File: src/rtl/expipe_pkg.sv
// ---------------------------------------------------------------------------
// expipe_pkg
// Shared types and constants for the issue-stage instruction queue.
//   XLEN / ILEN      : PC and instruction word widths
//   ISSUE_Q_DEPTH    : default number of queue entries
//   except_code_t    : fetch exception code
//   iq_entry_t       : one buffered instruction with prediction/exception info
//   iq_ptr_w()       : pointer width for a given depth (at least 1 bit)
// ---------------------------------------------------------------------------
package expipe_pkg;

    localparam int XLEN          = 32;
    localparam int ILEN          = 32;
    localparam int EXCEPT_CODE_W = 5;
    localparam int ISSUE_Q_DEPTH = 4;

    typedef logic [EXCEPT_CODE_W-1:0] except_code_t;

    typedef struct packed {
        logic [XLEN-1:0] curr_pc;
        logic [ILEN-1:0] instr;
        logic [XLEN-1:0] pred_target;
        logic            pred_taken;
        logic            except_raised;
        except_code_t    except_code;
    } iq_entry_t;

    function automatic int iq_ptr_w(input int depth);
        return (depth > 1) ? $clog2(depth) : 1;
    endfunction

endpackage

File: src/rtl/iq_ptr_ctrl.sv
// ---------------------------------------------------------------------------
// iq_ptr_ctrl
// Head/tail pointers and occupancy counter for a DEPTH-entry circular buffer.
// Pointers wrap DEPTH-1 -> 0 explicitly, so DEPTH need not be a power of two.
// Ports:
//   clk_i, rst_n_i   clock, synchronous active-low reset
//   flush_i          synchronous clear of pointers and count (dominates)
//   push_i, pop_i    qualified write / read strobes
//   head_o, tail_o   read / write entry index
//   occupancy_o      number of valid entries
//   full_o, empty_o  occupancy == DEPTH / occupancy == 0
//   afull_o          free entries <= AFULL_TH
// ---------------------------------------------------------------------------
module iq_ptr_ctrl
    import expipe_pkg::*;
#(
    parameter int DEPTH    = ISSUE_Q_DEPTH,
    parameter int AFULL_TH = 1,
    parameter int PTR_W    = iq_ptr_w(DEPTH),
    parameter int CNT_W    = $clog2(DEPTH + 1)
) (
    input  logic             clk_i,
    input  logic             rst_n_i,
    input  logic             flush_i,
    input  logic             push_i,
    input  logic             pop_i,
    output logic [PTR_W-1:0] head_o,
    output logic [PTR_W-1:0] tail_o,
    output logic [CNT_W-1:0] occupancy_o,
    output logic             full_o,
    output logic             empty_o,
    output logic             afull_o
);

    localparam logic [PTR_W-1:0] LAST_IDX  = PTR_W'(DEPTH - 1);
    localparam logic [CNT_W-1:0] FULL_CNT  = CNT_W'(DEPTH);
    // free <= AFULL_TH  <=>  occupancy >= DEPTH - AFULL_TH (avoids a subtraction)
    localparam logic [CNT_W-1:0] AFULL_CNT = CNT_W'(DEPTH - AFULL_TH);

    logic [PTR_W-1:0] head_q, tail_q;
    logic [CNT_W-1:0] cnt_q;

    always_ff @(posedge clk_i) begin
        if (!rst_n_i || flush_i) begin
            head_q <= '0;
            tail_q <= '0;
            cnt_q  <= '0;
        end else begin
            if (push_i)
                tail_q <= (tail_q == LAST_IDX) ? '0 : tail_q + 1'b1;
            if (pop_i)
                head_q <= (head_q == LAST_IDX) ? '0 : head_q + 1'b1;
            case ({push_i, pop_i})
                2'b10:   cnt_q <= cnt_q + 1'b1;
                2'b01:   cnt_q <= cnt_q - 1'b1;
                default: cnt_q <= cnt_q;
            endcase
        end
    end

    assign head_o      = head_q;
    assign tail_o      = tail_q;
    assign occupancy_o = cnt_q;
    assign full_o      = (cnt_q == FULL_CNT);
    assign empty_o     = (cnt_q == '0);
    assign afull_o     = (cnt_q >= AFULL_CNT);

endmodule

File: src/rtl/issue_queue_param.sv
// ---------------------------------------------------------------------------
// issue_queue_param
// Multi-entry FIFO between the fetch unit and the issue logic.
// Once an excepting instruction is accepted, fetch intake is locked until
// flush_i or reset; the queue keeps draining meanwhile.
// Optional macro LEN5_ISSUE_BYPASS_EN: when the queue is empty and unlocked,
// the fetch instruction is forwarded combinationally to the issue side and
// is not stored if issue consumes it in the same cycle.
// Ports:
//   clk_i, rst_n_i, flush_i            clock, sync active-low reset, sync flush
//   fetch_*                            fetch handshake and instruction fields
//   issue_ready_i / issue_valid_o      issue handshake
//   curr_pc_o .. except_code_o         head entry fields
//   occupancy_o, almost_full_o         fill level reporting
// ---------------------------------------------------------------------------
module issue_queue_param
    import expipe_pkg::*;
#(
    parameter int DEPTH    = ISSUE_Q_DEPTH,
    parameter int AFULL_TH = 1
) (
    input  logic                       clk_i,
    input  logic                       rst_n_i,
    input  logic                       flush_i,
    input  logic                       fetch_valid_i,
    output logic                       fetch_ready_o,
    input  logic [XLEN-1:0]            fetch_curr_pc_i,
    input  logic [ILEN-1:0]            fetch_instr_i,
    input  logic [XLEN-1:0]            fetch_pred_target_i,
    input  logic                       fetch_pred_taken_i,
    input  logic                       fetch_except_raised_i,
    input  except_code_t               fetch_except_code_i,
    input  logic                       issue_ready_i,
    output logic                       issue_valid_o,
    output logic [XLEN-1:0]            curr_pc_o,
    output logic [ILEN-1:0]            instruction_o,
    output logic [XLEN-1:0]            pred_target_o,
    output logic                       pred_taken_o,
    output logic                       except_raised_o,
    output except_code_t               except_code_o,
    output logic [$clog2(DEPTH+1)-1:0] occupancy_o,
    output logic                       almost_full_o
);

    localparam int PTR_W = iq_ptr_w(DEPTH);
    localparam int CNT_W = $clog2(DEPTH + 1);

    iq_entry_t        mem_q [DEPTH];
    iq_entry_t        fetch_entry;
    iq_entry_t        head_entry;
    logic [PTR_W-1:0] head, tail;
    logic             full, empty;
    logic             lock_q;
    logic             accept;
    logic             push, pop;

    assign fetch_entry = '{
        curr_pc:       fetch_curr_pc_i,
        instr:         fetch_instr_i,
        pred_target:   fetch_pred_target_i,
        pred_taken:    fetch_pred_taken_i,
        except_raised: fetch_except_raised_i,
        except_code:   fetch_except_code_i
    };

    // No same-cycle pass-through when full: ready depends on registers only.
    assign fetch_ready_o = ~full & ~lock_q;
    assign accept        = fetch_valid_i & fetch_ready_o & ~flush_i;
    // Stored entries only; a bypassed instruction never touches the pointers.
    assign pop           = ~empty & issue_ready_i & ~flush_i;

`ifdef LEN5_ISSUE_BYPASS_EN
    logic bypass;
    assign bypass        = empty & ~lock_q & fetch_valid_i & ~flush_i;
    assign issue_valid_o = ~empty | bypass;
    assign head_entry    = bypass ? fetch_entry : mem_q[head];
    assign push          = accept & ~(bypass & issue_ready_i);
`else
    assign issue_valid_o = ~empty;
    assign head_entry    = mem_q[head];
    assign push          = accept;
`endif

    iq_ptr_ctrl #(
        .DEPTH    (DEPTH),
        .AFULL_TH (AFULL_TH),
        .PTR_W    (PTR_W),
        .CNT_W    (CNT_W)
    ) u_ptr_ctrl (
        .clk_i       (clk_i),
        .rst_n_i     (rst_n_i),
        .flush_i     (flush_i),
        .push_i      (push),
        .pop_i       (pop),
        .head_o      (head),
        .tail_o      (tail),
        .occupancy_o (occupancy_o),
        .full_o      (full),
        .empty_o     (empty),
        .afull_o     (almost_full_o)
    );

    // Entries are cleared only on reset so the head reads zero afterwards;
    // flush just rewinds the pointers.
    always_ff @(posedge clk_i) begin
        if (!rst_n_i) begin
            for (int i = 0; i < DEPTH; i++)
                mem_q[i] <= '0;
        end else if (push) begin
            mem_q[tail] <= fetch_entry;
        end
    end

    // Lock is set by any accepted excepting instruction, bypassed or stored.
    always_ff @(posedge clk_i) begin
        if (!rst_n_i || flush_i)
            lock_q <= 1'b0;
        else if (accept && fetch_except_raised_i)
            lock_q <= 1'b1;
    end

    assign curr_pc_o       = head_entry.curr_pc;
    assign instruction_o   = head_entry.instr;
    assign pred_target_o   = head_entry.pred_target;
    assign pred_taken_o    = head_entry.pred_taken;
    assign except_raised_o = head_entry.except_raised;
    assign except_code_o   = head_entry.except_code;

endmodule

File: config.mk
export PLATFORM = sky130hd
export DESIGN_NAME = issue_queue_param
export DESIGN_NICKNAME = d
export VERILOG_FILES = /design/src/rtl/expipe_pkg.sv /design/src/rtl/iq_ptr_ctrl.sv /design/src/rtl/issue_queue_param.sv
export SDC_FILE = /design/constraint.sdc
export NUM_CORES = 1
export LEC_CHECK = 0
export CAP_MARGIN = 20
export CORE_MARGIN = 10
export CORE_UTILIZATION = 60
export CTS_CLUSTER_SIZE = 28
export DETAILED_ROUTE_END_ITERATION = 6
export GPL_TIMING_DRIVEN = 0
export PLACE_DENSITY = 0.85
export RECOVER_POWER = 50
export SYNTH_ARGS = -nofsm -noshare
export SYNTH_HDL_FRONTEND = slang
export SYNTH_SLANG_ARGS = --single-unit
File: constraint.sdc
create_clock -name clk_i -period 19.5 [get_ports clk_i]
set_input_delay 3.9 -clock clk_i [delete_from_list [all_inputs] [get_ports clk_i]]
set_output_delay 3.9 -clock clk_i [all_outputs]
set_load 0.01 [all_outputs]
-- Word-level counts from Yosys, hierarchy flattened
Memory sizes are Yosys's and may differ from the RTL's. A register that Yosys moved wholly into a read port is not among the register bits.
Index checks and enable logic that the tools add are counted.
- add/sub/neg operators: 4
- multipliers: 0
- div/mod/pow operators: 0
- order comparisons: 1
- eq/ne operators: 5
- shift-type cells: 0
- mux-type cells: 12
- bitwise gates (word level): 9
- reduce and logical (&&, ||, !) cells: 6
- operators with widths (cell ; count):
    $mux 103 ; 1
    $reduce_or 103->1 ; 1
    $mux 2 ; 5
    $eq 2x2->1 const B ; 3
    $pmux 3 s2 ; 1
    $and 1x1->1 ; 5
    $mux 1 ; 5
    $add 2x1->2 const B ; 2
    $not 1->1 ; 4
    $add 3x1->3 const B ; 1
    $eq 3x3->1 const B ; 1
    $ge 3x2->1 const B ; 1
    $logic_not 3->1 ; 1
    $sub 3x1->3 const B ; 1
    $eq 2x1->1 const B ; 1
    $reduce_bool 2->1 ; 1
    $logic_and 1x1->1 ; 1
    $logic_not 1->1 ; 1
    $logic_or 1x1->1 ; 1
- flip-flop bits (word level): 8
- latch bits: 0
- memory bits (writable): 412
- ROM bits: 0
- bits of input ports: 108
- output and inout port bits: 109
- memories: 1
- memories (memory ; depth ; width ; rd ports ; clocked after memory_dff ; wr ports ; RTL line ; text):
    mem_q ; 4 ; 103 ; 1 ; 1 ; 4 ; issue_queue_param.sv:48 ; iq_entry_t mem_q [DEPTH];

-- Longest topological paths before layout
Gate-level depths: netlist of run 1.
- word-level depth: 10
- gate-level depth with buffers: 8

-- Modules after synthesis
Synthesis of run 1 repeated with hierarchy kept, for this count alone.
- cell total of the unflattened synthesis: 1203
- area, all modules: 18675.4 um2
- by module, submodules not included (module ; instances ; cells an instance ; area each (um2) ; sequential area each (um2)):
    issue_queue_param ; 1 ; 1164 ; 18323.8 ; 12391.9
    iq_ptr_ctrl ; 1 ; 39 ; 351.6 ; 140.1

-- Worst setup path before layout of run 1
No wires, ideal clock.
- kind: input port to flip-flop
- start point: in flush_i
- end point: mem mem_q[0][0] in the netlist's numbering, enable pin
- setup time: 0.717 ns
- arrival: 11.915 ns
- required time: 18.783 ns
- path slack: 6.868 ns
- stages on the path: 3
- path buffers: 0
- cells stage by stage: nor3b_1 nand2_1 o31ai_1
- RTL lines (item ; RTL line ; text):
    start, declared ; issue_queue_param.sv:24 ; input logic flush_i,
    end, declared ; issue_queue_param.sv:48 ;

==> qor.txt, run 1 <==
Layout area overhead: 22.5%
Antenna-violating nets left: 0
DIE HEIGHT: 195 um
Pin slew with the least headroom to its limit: 3.78 ns
Adder-Cell Fraction of Synth Area: 0.00314
CTS tree: built
Mux cell area share after synthesis: 0.127
Crit start category: input pin
Final WL: 42.5 mm
Setup Crit Path Kind: input pin to flop
Wire per inst: 23.9 um
Simple-gate share of the synthesized area: 0.150
CP Max Fanout: 25
Largest family of logic cells by synthesized area: simple AND/OR/NAND/NOR gates
Clock Sink Count: 422
Ys flop type: edfxtp_1
Failing checks: capacitance limit, slew limit
Post-Synthesis Cell Area: 0.0184 sq mm
Die W: 195 um
First-pass GRT wire length: 65.0 mm
Fin. Hold Viols: 0
Reg clk slew, reported paths: 0.06 ns
WL met1: 16.1 mm
Library cells used by synthesis: 32
Initial core utilization: 0.614
CP arrival: 8.51 ns
Worst hold slack: 0.521 ns
Tmin final: 8.30 ns
Uppermost layer routed: met5
Max Cap Violations: 5
Final core utilization: 0.753
Synth Net Count: 1180
Core Area: 0.0299 sq mm
Peak Freq: 120 MHz
Overall overflow remaining after global route: 0
Via count: 10400
Endpoint class of the critical path: flop
Number of port buffers: 216
First-pass detailed-route iteration total: 4
Yosys reg bits: 422
Via/cell ratio: 5.85
Routability cong.: 0.767
Unrepaired setup endpoints after global routing: no
Std-Cell Rows: 63
Asr flop ratio synth: 0
Worst Path Required: 19.71 ns
Slowest CP cell: o21ai_0
Clock Root Buffer: clkbuf_16
Total track usage: 0.221
# setup viols final: 0
Largest net degree at the start of global routing: 27
Setup TNS: 0 ns
Die area: 0.0380 sq mm
CTS H-tree lvls: 2
Most frequent CP cell: buf_12
Setup Skew: 0.0154 ns
Status: finished, violations left
Leakage: 0.00818 uW
Max Slew Vio Count: 92
TritonCTS buffer count: 43
Share of cells above drive strength 1: 0.135
Rel. slew slack: -1.55
Register area share after synthesis: 0.685
Cells after Synth: 1068
CTS max path bufs: 3
# DRC: 0
DR WL met2: 22.2 mm
Yosys warns: 0
Worst-path cell chain: dlygate4sd3_1 -> nor3b_1 -> nand3_1 -> o21ai_0 -> buf_16 -> buf_12 -> buf_12
Worst skew pair latency: 0.53 ns
EDFF count, synth: 412
Hold buffer count at CTS: 0
1st-iter DRT viols: 846
Vias in the first global route: 11300
Complex-gate fraction of the synthesized area: 0.00484
Nets: 1463
XOR/XNOR share of the synthesized area: 0.000954
Pwr Density: 87.4 mW/mm^2
Placed wire-length estimate: 28.5 mm
IO Count: 217
Syn Area/Cell: 17.2 sq um
Resize count post-CTS: 0
Crit path largest cell delay: 2.82 ns
Hold depth: 2
Post-CTS Setup Repair Bufs: 0
WL met3: 3.15 mm
Hold crit path type: flop to flop
Commonest non-fill, non-tap cell in the layout: edfxtp_1
Most frequent cells in the layout: edfxtp_1 (412), clkdlybuf4s50_1 (209), and2_0 (186)
R2R depth: 6
Initial antenna violation count: 8
Tcrit/Tclk final: 0.426
Maximum VDD drop: 61.8 uV
-- report_power, final --
part / internal [uW] / total [uW] / switching [uW] / leakage [uW]
Combinational: 83.6 / 162 / 77.9 / 0.00321
Sequential: 1040 / 1050 / 11.0 / 0.00436
Clock: 432 / 755 / 323 / 0.000616
-- path summary, 6_finish.rpt --
path	startpoint	to	slack, ns
worst min register to register	u_ptr_ctrl.head_o[0]$_SDFFE_PP0N_	flop	0.52
worst max register to register	lock_q$_SDFFE_PP0P_	mem_q[3][73]$_DFFE_PP_	14.80
worst max-delay path	flush_i	mem_q[3][73]$_DFFE_PP_	11.20
worst min-delay path	u_ptr_ctrl.head_o[0]$_SDFFE_PP0N_	flop	0.52
-- critical path: cells and delay by family --
kind	cells	cell delay [ns]
AO/OA/AOI/OAI	1	2.82
buffers and inverters	4	1.20
AND/OR/NAND/NOR	2	0.56
-- sequential cells by signal (all words and copies together), names as in the netlist, named ones only --
name                    flops
lock_q                      1
mem_q                     412
u_ptr_ctrl.head_o           2
u_ptr_ctrl.occupancy_o      3
u_ptr_ctrl.tail_o           2
-- routing by layer --
metal	GRT usage	vias up
li1	-	4636
met1	0.267	5284
met2	0.389	402
met3	0.0461	71
met4	0.0662	4
met5	0	-
-- Yosys cell counts (3+ instances only) --
cell	instances	area share
ha_1	3	0.0020
buf_2	12	0.0033
and3_1	104	0.035
mux4_2	103	0.13
o21ai_0	5	0.0014
nor2_1	7	0.0014
o31ai_1	3	0.0012
buf_6	24	0.015
a21oi_1	5	0.0014
inv_1	5	0.0010
dfxtp_1	10	0.011
clkbuf_1	35	0.0072
edfxtp_1	412	0.67
and2_1	309	0.11
or3_1	3	0.0010
buf_4	7	0.0029
-- cell type report --
type                    count  area, sq um
clock inverters            21          116
multi-input cells         561         5230
fillers                  1803         7380
flip-flops and latches    422        12600
plain buffers              80          314
clock buffers              55         1160
repair buffers            238         2580
diodes                      6         15.0
inverters                   5         18.8
well taps                 390          488
-- stage by stage --
step	power, uW	area [sq um]	std cells	setup slack [ns]
after floorplan	1140	18400	1068	6.87
after global placement	1240	21000	1674	0.843
after detailed placement	1240	21500	1696	12.61
after CTS	1980	22800	1772	12.39
after global routing	2020	22500	1775	10.87
final	1970	22500	1778	11.20
-- logic make-up (layout without fill, tap and decap cells) --
logic type,after synthesis,after routing
AOI/OAI and AO/OA,15,15
DFF,422,422
buffers and inverters,85,399
xor gates and xnor gates,2,2
muxes,104,104
and+or+nand+nor,436,436
adders and majority gates,4,4
other,0,6
Note: power is estimated with default switching activity, not from simulation.
==> run 2: changes to the inputs <==
CORE_UTILIZATION = 56   (was 60)
PLACE_DENSITY = 0.8   (was 0.85)
clock period = 7.8 ns   (was 19.5 ns; I/O delays follow)
==> qor.txt, run 2 (synthesis results as in run 1) <==
Antenna-violating nets left: 0
Total power: 5010 uW
Vias in the first global route: 11400
1st-iter DRT viols: 649
Leakage: 0.00825 uW
Placed wire-length estimate: 29.1 mm
Std-Cell Rows: 66
Failing checks: capacitance limit, slew limit
Rel. slew slack: -0.644
Endpoint class of the critical path: flop
Hold buffer count at CTS: 0
R2R Path End: mem_q[3][69]$_DFFE_PP_
Pwr Density: 221 mW/mm^2
Final core utilization: 0.699
R2r startpoint: lock_q$_SDFFE_PP0P_
Clock Sink Count: 422
Unrepaired setup endpoints after global routing: no
Maximum VDD drop: 177 uV
CTS tree: built
Final WL: 43.3 mm
Wire per inst: 23.7 um
First-pass detailed-route iteration total: 5
CP arrival: 5.64 ns
Commonest non-fill, non-tap cell in the layout: edfxtp_1
TritonCTS buffer count: 44
Multi-input gate area: 0.00523 sq mm
Seq. cell area: 0.0126 sq mm
Routability cong.: 0.795
CP Max Fanout: 26
Setup Crit Path Kind: input pin to flop
Min-delay src: u_ptr_ctrl.head_o[0]$_SDFFE_PP0N_
Flop2flop setup slack: 3.58 ns
Worst skew pair latency: 0.54 ns
Resize count post-CTS: 0
Setup Skew: 0.0155 ns
Initial antenna violation count: 8
Reg clk slew, reported paths: 0.06 ns
R2R depth: 5
Hold crit path type: flop to flop
# setup viols final: 0
Largest net degree at the start of global routing: 27
Initial core utilization: 0.566
Hold Path End: u_ptr_ctrl.head_o[0]$_SDFFE_PP0N_
Tmin final: 5.42 ns
Max Slew Vio Count: 34
Tcrit/Tclk final: 0.695
Max Cap Violations: 3
Post-CTS Setup Repair Bufs: 0
Clock Root Buffer: clkbuf_16
Worst Path Required: 8.02 ns
Fillers: 2099
Pin slew with the least headroom to its limit: 2.44 ns
Die W: 201 um
Layout area overhead: 23.7%
Worst hold slack: 0.520 ns
Reg with most FFs: mem_q
Nets: 1467
CTS H-tree lvls: 2
Total track usage: 0.215
First-pass GRT wire length: 66.9 mm
Fin. Hold Viols: 0
Most frequent cells in the layout: edfxtp_1 (412), clkdlybuf4s50_1 (210), and2_0 (192)
CTS max path bufs: 3
Hold depth: 2
Core Area: 0.0325 sq mm
Die area: 0.0404 sq mm
Share of cells above drive strength 1: 0.143
Status: finished, violations left
Peak Freq: 185 MHz
Crit start category: input pin
Via count: 10300
# DRC: 0
Max reg flops: 412
Overall overflow remaining after global route: 0
DIE HEIGHT: 201 um
Via/cell ratio: 5.64
Inserted Diodes: 0
IO Count: 217
Number of port buffers: 216
[run 2: worst max-delay path by stage]
stage,start,end,slack [ns],cells after the start
finish,fetch_valid_i,mem_q[3][69]$_DFFE_PP_,2.38,6
global route,fetch_valid_i,mem_q[3][79]$_DFFE_PP_,2.10,6
floorplan,flush_i,mem_q[0][0]$_SDFFCE_PN0P_,-2.49,3
detailed placement,fetch_valid_i,mem_q[1][65]$_SDFFCE_PN0P_,3.15,9
global placement,fetch_valid_i,mem_q[0][65]$_SDFFCE_PN0P_,-8.70,4
CTS,flop,instruction_o[5],2.90,4
[run 2: final cells by class]
class	count	area share
clock buffer	59	0.0524
clock inverter	19	0.00700
multi-input combinational	561	0.230
buffer	80	0.0138
inverter	5	0.000827
timing repair buffer	241	0.118
sequential	422	0.554
tap	442	0.0244
[run 2: report_power, final]
group | switching, uW | leakage [uW] | internal, uW
combinational | 198 | 0.00324 | 213
clock | 840 | 0.000655 | 1140
sequential | 27.4 | 0.00436 | 2600
total | 1070 | 0.00825 | 3950
[run 2: per-layer routing]
| layer | vias up | part of all wire | global-route usage |
|---|---|---|---|
| met3 | 74 | 0.080 | 0.0600 |
| li1 | 4634 | - | - |
| met4 | 14 | 0.020 | 0.0571 |
| met5 | - | 0.0022 | 0 |
| met1 | 5206 | 0.38 | 0.266 |
| met2 | 389 | 0.52 | 0.367 |
[run 2: per-stage QoR]
stage                     worst slack, ns  area (sq um)  setup TNS, ns  instances
after floorplan                     -2.49         18400        -513.31       1068
after global placement              -8.70         21100       -2504.07       1726
after detailed placement             3.15         21700              0       1751
after CTS                            2.90         23000              0       1829
after global routing                 2.10         22700              0       1829
final                                2.38         22700              0       1829
[run 2: worst max-delay path, cell delays in order]
cell and delay (ns):
dlygate4sd3_1 0.55, nor3b_1 0.37, nand3_1 0.16, o21ai_0 1.85, clkbuf_1 0.84, buf_12 0.29
